**config.mk**
```make
export PLATFORM = sky130hd
export DESIGN_NAME = div_unit
export DESIGN_NICKNAME = d
export VERILOG_FILES = /design/src/rtl/div_unit_pkg.sv /design/src/rtl/div_unit.sv
export SDC_FILE = /design/constraint.sdc
export NUM_CORES = 1
export LEC_CHECK = 0
export ABC_CLOCK_PERIOD_IN_PS = 5300
export BUFFER_PORTS_ARGS = -buffer_cell sky130_fd_sc_hd__buf_2
export CORE_ASPECT_RATIO = 0.9
export CORE_MARGIN = 2
export CORE_UTILIZATION = 38
export CTS_CLUSTER_SIZE = 28
export DETAILED_ROUTE_END_ITERATION = 8
export RECOVER_POWER = 100
export SLEW_MARGIN = 30
export SYNTH_ARGS = -nofsm -noshare
export SYNTH_HDL_FRONTEND = slang
export SYNTH_SLANG_ARGS = --single-unit
```
**constraint.sdc**
```tcl
create_clock -name clk -period 5.3 [get_ports clk]
set_input_delay 0.265 -clock clk [delete_from_list [all_inputs] [get_ports clk]]
set_output_delay 0.265 -clock clk [all_outputs]
set_load 0.01 [all_outputs]
```
**src/rtl/div_unit_pkg.sv**
```systemverilog
// Shared definitions for the execute-stage divider: bus widths, handshake levels
// and the divider state encoding.
package div_unit_pkg;

   localparam int RegBus       = 32;
   localparam int DoubleRegBus = 64;

   localparam logic DivResultReady    = 1'b1;
   localparam logic DivResultNotReady = 1'b0;
   localparam logic DivStart          = 1'b1;
   localparam logic DivStop           = 1'b0;

   typedef enum logic [1:0] {
      DivFree   = 2'b00,
      DivByZero = 2'b01,
      DivOn     = 2'b10,
      DivEnd    = 2'b11
   } div_state_e;

   // Two's complement negation when cond is set, identity otherwise.
   function automatic logic [RegBus-1:0] negate_if(input logic [RegBus-1:0] value,
                                                   input logic              cond);
      return cond ? (~value + 1'b1) : value;
   endfunction

endpackage

```
**src/rtl/div_unit.sv**
```systemverilog
// Restoring radix-2 divider for DIV/DIVU: one quotient bit per cycle, result
// presented as {remainder, quotient} and held until the requester drops start.
module div_unit
   import div_unit_pkg::*;
(
   input  logic                    clk,
   input  logic                    rst,
   input  logic                    signed_div_i,
   input  logic [RegBus-1:0]       opdata1_i,
   input  logic [RegBus-1:0]       opdata2_i,
   input  logic                    start_i,
   input  logic                    annul_i,
   output logic [DoubleRegBus-1:0] result_o,
   output logic                    ready_o
);

   div_state_e        state;
   logic [4:0]        cnt;
   logic [RegBus-1:0] dividend;
   logic [RegBus-1:0] divisor;
   logic [RegBus-1:0] part_rem;
   logic              signed_op;
   logic              sign1;
   logic              sign2;

   logic [RegBus:0]   shifted;
   logic [RegBus:0]   trial;
   logic              trial_ok;
   logic [RegBus-1:0] rem_next;
   logic [RegBus-1:0] quot_next;
   logic [RegBus-1:0] quot_fixed;
   logic [RegBus-1:0] rem_fixed;

   // The partial remainder always stays below the divisor, so only 32 bits are
   // stored; the 33rd bit exists only in the shifted/trial values.
   always_comb begin
      shifted    = {part_rem, dividend[RegBus-1]};
      trial      = shifted - {1'b0, divisor};
      trial_ok   = ~trial[RegBus];
      rem_next   = trial_ok ? trial[RegBus-1:0] : shifted[RegBus-1:0];
      quot_next  = {dividend[RegBus-2:0], trial_ok};
      quot_fixed = negate_if(quot_next, signed_op & (sign1 ^ sign2));
      rem_fixed  = negate_if(rem_next, signed_op & sign1);
   end

   always_ff @(posedge clk) begin
      if (rst) begin
         state     <= DivFree;
         cnt       <= '0;
         dividend  <= '0;
         divisor   <= '0;
         part_rem  <= '0;
         signed_op <= 1'b0;
         sign1     <= 1'b0;
         sign2     <= 1'b0;
         result_o  <= '0;
         ready_o   <= DivResultNotReady;
      end else begin
         case (state)
            DivFree: begin
               ready_o  <= DivResultNotReady;
               result_o <= '0;
               if (start_i == DivStart && !annul_i) begin
                  if (opdata2_i == '0) begin
                     state <= DivByZero;
                  end else begin
                     state     <= DivOn;
                     cnt       <= '0;
                     part_rem  <= '0;
                     signed_op <= signed_div_i;
                     sign1     <= opdata1_i[RegBus-1];
                     sign2     <= opdata2_i[RegBus-1];
                     dividend  <= negate_if(opdata1_i, signed_div_i & opdata1_i[RegBus-1]);
                     divisor   <= negate_if(opdata2_i, signed_div_i & opdata2_i[RegBus-1]);
                  end
               end
            end
            DivByZero: begin
               state    <= DivEnd;
               result_o <= '0;
               ready_o  <= DivResultReady;
            end
            DivOn: begin
               if (annul_i) begin
                  state <= DivFree;
                  cnt   <= '0;
               end else begin
                  part_rem <= rem_next;
                  dividend <= quot_next;
                  if (cnt == 5'd31) begin
                     state    <= DivEnd;
                     cnt      <= '0;
                     result_o <= {rem_fixed, quot_fixed};
                     ready_o  <= DivResultReady;
                  end else begin
                     cnt <= cnt + 5'd1;
                  end
               end
            end
            DivEnd: begin
               if (start_i == DivStop) begin
                  state    <= DivFree;
                  result_o <= '0;
                  ready_o  <= DivResultNotReady;
               end
            end
            default: state <= DivFree;
         endcase
      end
   end

endmodule
```
==> metrics <==
cell-internal power 0.003167 W; Initial Utilization 38.45%; RePlAce Congestion 0.9361; data arrival time of the critical path roughly 5.2 ns; CTS resizes 0; minimum clock period between 4 and 5 ns; violated checks max-capacitance violations, max-slew violations; Clock Skew between 0.01 and 0.015 ns; drt wl/cell 18.42 um; pin count of the biggest net entering global routing 72; post-synthesis instance area 12200 sq um; CTS HTree Levels 4; Fillers approximately 3300; Placed Cells around 2100; fmax 205.0 MHz; final antenna-violating net count 0; met2 Use GR 35.23%; Worst EP required 5.66 ns; Logic pwr share roughly 46%; register area share after synthesis between 20 and 30%; Post-Layout Cell Count 2150; count of hold-fix buffers inserted at cts 0; fraction of layout cells with a size suffix above 1 8.939%; Seq pwr share between 20 and 30%; PwrDens 416.5 nW/um^2; initial DRC count 1039; number of nets in the layout roughly 1800; Post-DP HPWL 30270 um; die width 192.9 um; startpoint types flip-flop; Post-Syn Instances 1650; share of synthesized flip-flops with an asynchronous set or reset 0%; drt drc 0; global route total overflow 0; io pins between 100 and 150; outcome complete, but fails checks; DR vias/cell 5.695; clk_lat worst skew 0.45 ns; #FFs+latches synth roughly 170; VDD IR max 394.1 uV; top_reg_cell synth dfxtp_1; WL final 39610 um; Avg Inst Size Synth 7.393 sq um; Global Route met3 Usage between 3 and 4%; crit-path max FO 39; clock transition at the registers of the reported paths around 0.070 ns; Yosys warning count 0; slew margin rel. -46.36%; MaxCap Viol Count 2; Inserted Diodes 0; CTS tree done; EDFF count, synth 0; cell taking the most area after synthesis dfxtp_1; Fin. Hold Viols 0; most instantiated library cell after synthesis nor2_1; Net Sw Frac roughly 44%; worst hold path type in2reg; die area about 34000 sq um; largest cells by area after synthesis dfxtp_1, nor2_1, nand2_1; fin crit share 92.03%; Vias 12245; DRT Pass-1 Iters 6; Setup TNS Final 0 ns; syn nets 1762; gr busiest metal met1; clock buffer depth 2; die height 174.0 um; cell area after layout 13630 sq um; wire length of the first global-routing pass about 63000 um; post-synth top area share 28.06%; kind of critical path reg2reg; Area growth syn-to-layout 11.78%; area of the core 31730 sq um; GRT Resource Usage Total approximately a quarter; clock power share 25.4%; routing usage on met1 between 30 and 40%; Post CTS Setup Buffer Count 0; clock tree root buffer cell clkbuf_16; vias in the first global route 11252; Critical Path Sink Type flip-flop; Sink Count 171; Sw Pwr 0.002511 W; initial antenna violation count 0; Worst Tran Pin Value 2.195 ns; fin. max-slew vios 111; RSZ-0062 raised after global routing no; worst hold slack 0.1116 ns; most common library cells after synthesis nor2_1, nand2_1, dfxtp_1; Leak 5.194 nW; row count 62; number of library cell types mapped by synthesis 89; final setup vio count 0; Post-DP Area 13090 sq um; total CTS buffers 17; I/O Buffers 133
## final timing paths
kind | startpoint | endpoint | slack (ns) | cells after the start
min reg2reg | result_o[46] | result_o[46] | 0.45 | 2
max | dividend[31] | result_o[56] | 0.42 | 15
max reg2reg | dividend[31] | result_o[56] | 0.42 | 15
min | opdata2_i[1] | divisor[1] | 0.11 | 3
## cells by family (layout without fill, tap and decap cells)
family	after synthesis	after routing	share of synthesized area [%]
muxes	32	32	2.759
AOI/OAI and AO/OA	489	489	26.08
buffers and inverters	155	239	5.652
adders and majority gates	43	43	4.472
and+or+nand+nor	632	632	23.78
xor gates and xnor gates	128	128	9.191
DFF	171	171	28.06
## layout make-up
| class | count | area [sq um] | share of cell area (%) |
|---|---|---|---|
| multi-input cells | 1324 | 8107 | 59.46 |
| inverters | 56 | 210.2 | 1.542 |
| well taps | 416 | 520.5 | 3.818 |
| flip-flops and latches | 171 | 3423 | 25.11 |
| clock inverters | 12 | 210.2 | 1.542 |
| repair buffers | 151 | 706.9 | 5.185 |
| clock buffers | 20 | 456.7 | 3.350 |
## metrics by stage
| step | setup WS, ns | util, % | total power [W] |
|---|---|---|---|
| finish | 0.4223 | 42.97 | 0.005678 |
| global route | 0.1137 | 42.97 | 0.006035 |
| CTS | 0.5860 | 43.37 | 0.005670 |
| detailed placement | 0.6051 | 41.27 | 0.004227 |
| global placement | 0.6863 | 41.25 | 0.004213 |
| floorplan | 0.7086 | - | 0.003514 |
## worst max-delay path: stages (launching register included)
cell	delay, ns
dfxtp_1	0.35
inv_1	0.07
ha_1	0.22
fa_1	0.40
nand2b_2	0.22
a211oi_4	0.37
o21a_4	0.22
o21ai_4	0.06
a21oi_4	0.20
o21a_1	0.32
nor2_1	0.12
clkbuf_2	0.63
o21ai_0	0.76
a21oi_1	0.22
or4b_1	0.49
o211ai_1	0.10
## power groups by stage
stage | sequential (W) | clock [W] | combinational (W)
2_1_floorplan | 0.00157 | 0 | 0.00194
3_3_place_gp | 0.00162 | 0 | 0.00259
3_5_place_dp | 0.00163 | 0 | 0.00260
4_1_cts | 0.00160 | 0.00146 | 0.00262
5_1_grt | 0.00162 | 0.00151 | 0.00290
6_report | 0.00160 | 0.00144 | 0.00264
## metal layers
layer / vias to the layer above / wire (um)
met3: 46 / 2255
met2: 427 / 16990
met1: 5740 / 19580
met5: - / 0
met4: 0 / 783
li1: 6032 / -
## layout by cell type, fill, tap and decap left out, drive strengths merged, types with 7 or more instances in the layout
cell and n:
and2 18, o211ai 17, xor2 70, mux2 13, nand2 206, clkbuf 94
xnor2 58, dfxtp 171, o21a 13, o41ai 14, a211oi 47, mux2i 19
inv 58, nor2 214, nor4 26, nand2b 10, a21o 15, o21ai 125
ha 42, nor3 49, nand3 21, a22oi 44, a21oi 139, and3 12
or2 7, o31ai 14, buf 77, or4 11, nor2b 10, nand4 8
or3 16, a31oi 9
## state kept, by name (all words and copies together), names as in the netlist
signal / count
dividend: 32
sign1: 1
part_rem: 32
state: 2
ready_o: 1
divisor: 32
sign2: 1
result_o: 64
cnt: 5
signed_op: 1
(Power assumes the default switching activity.)
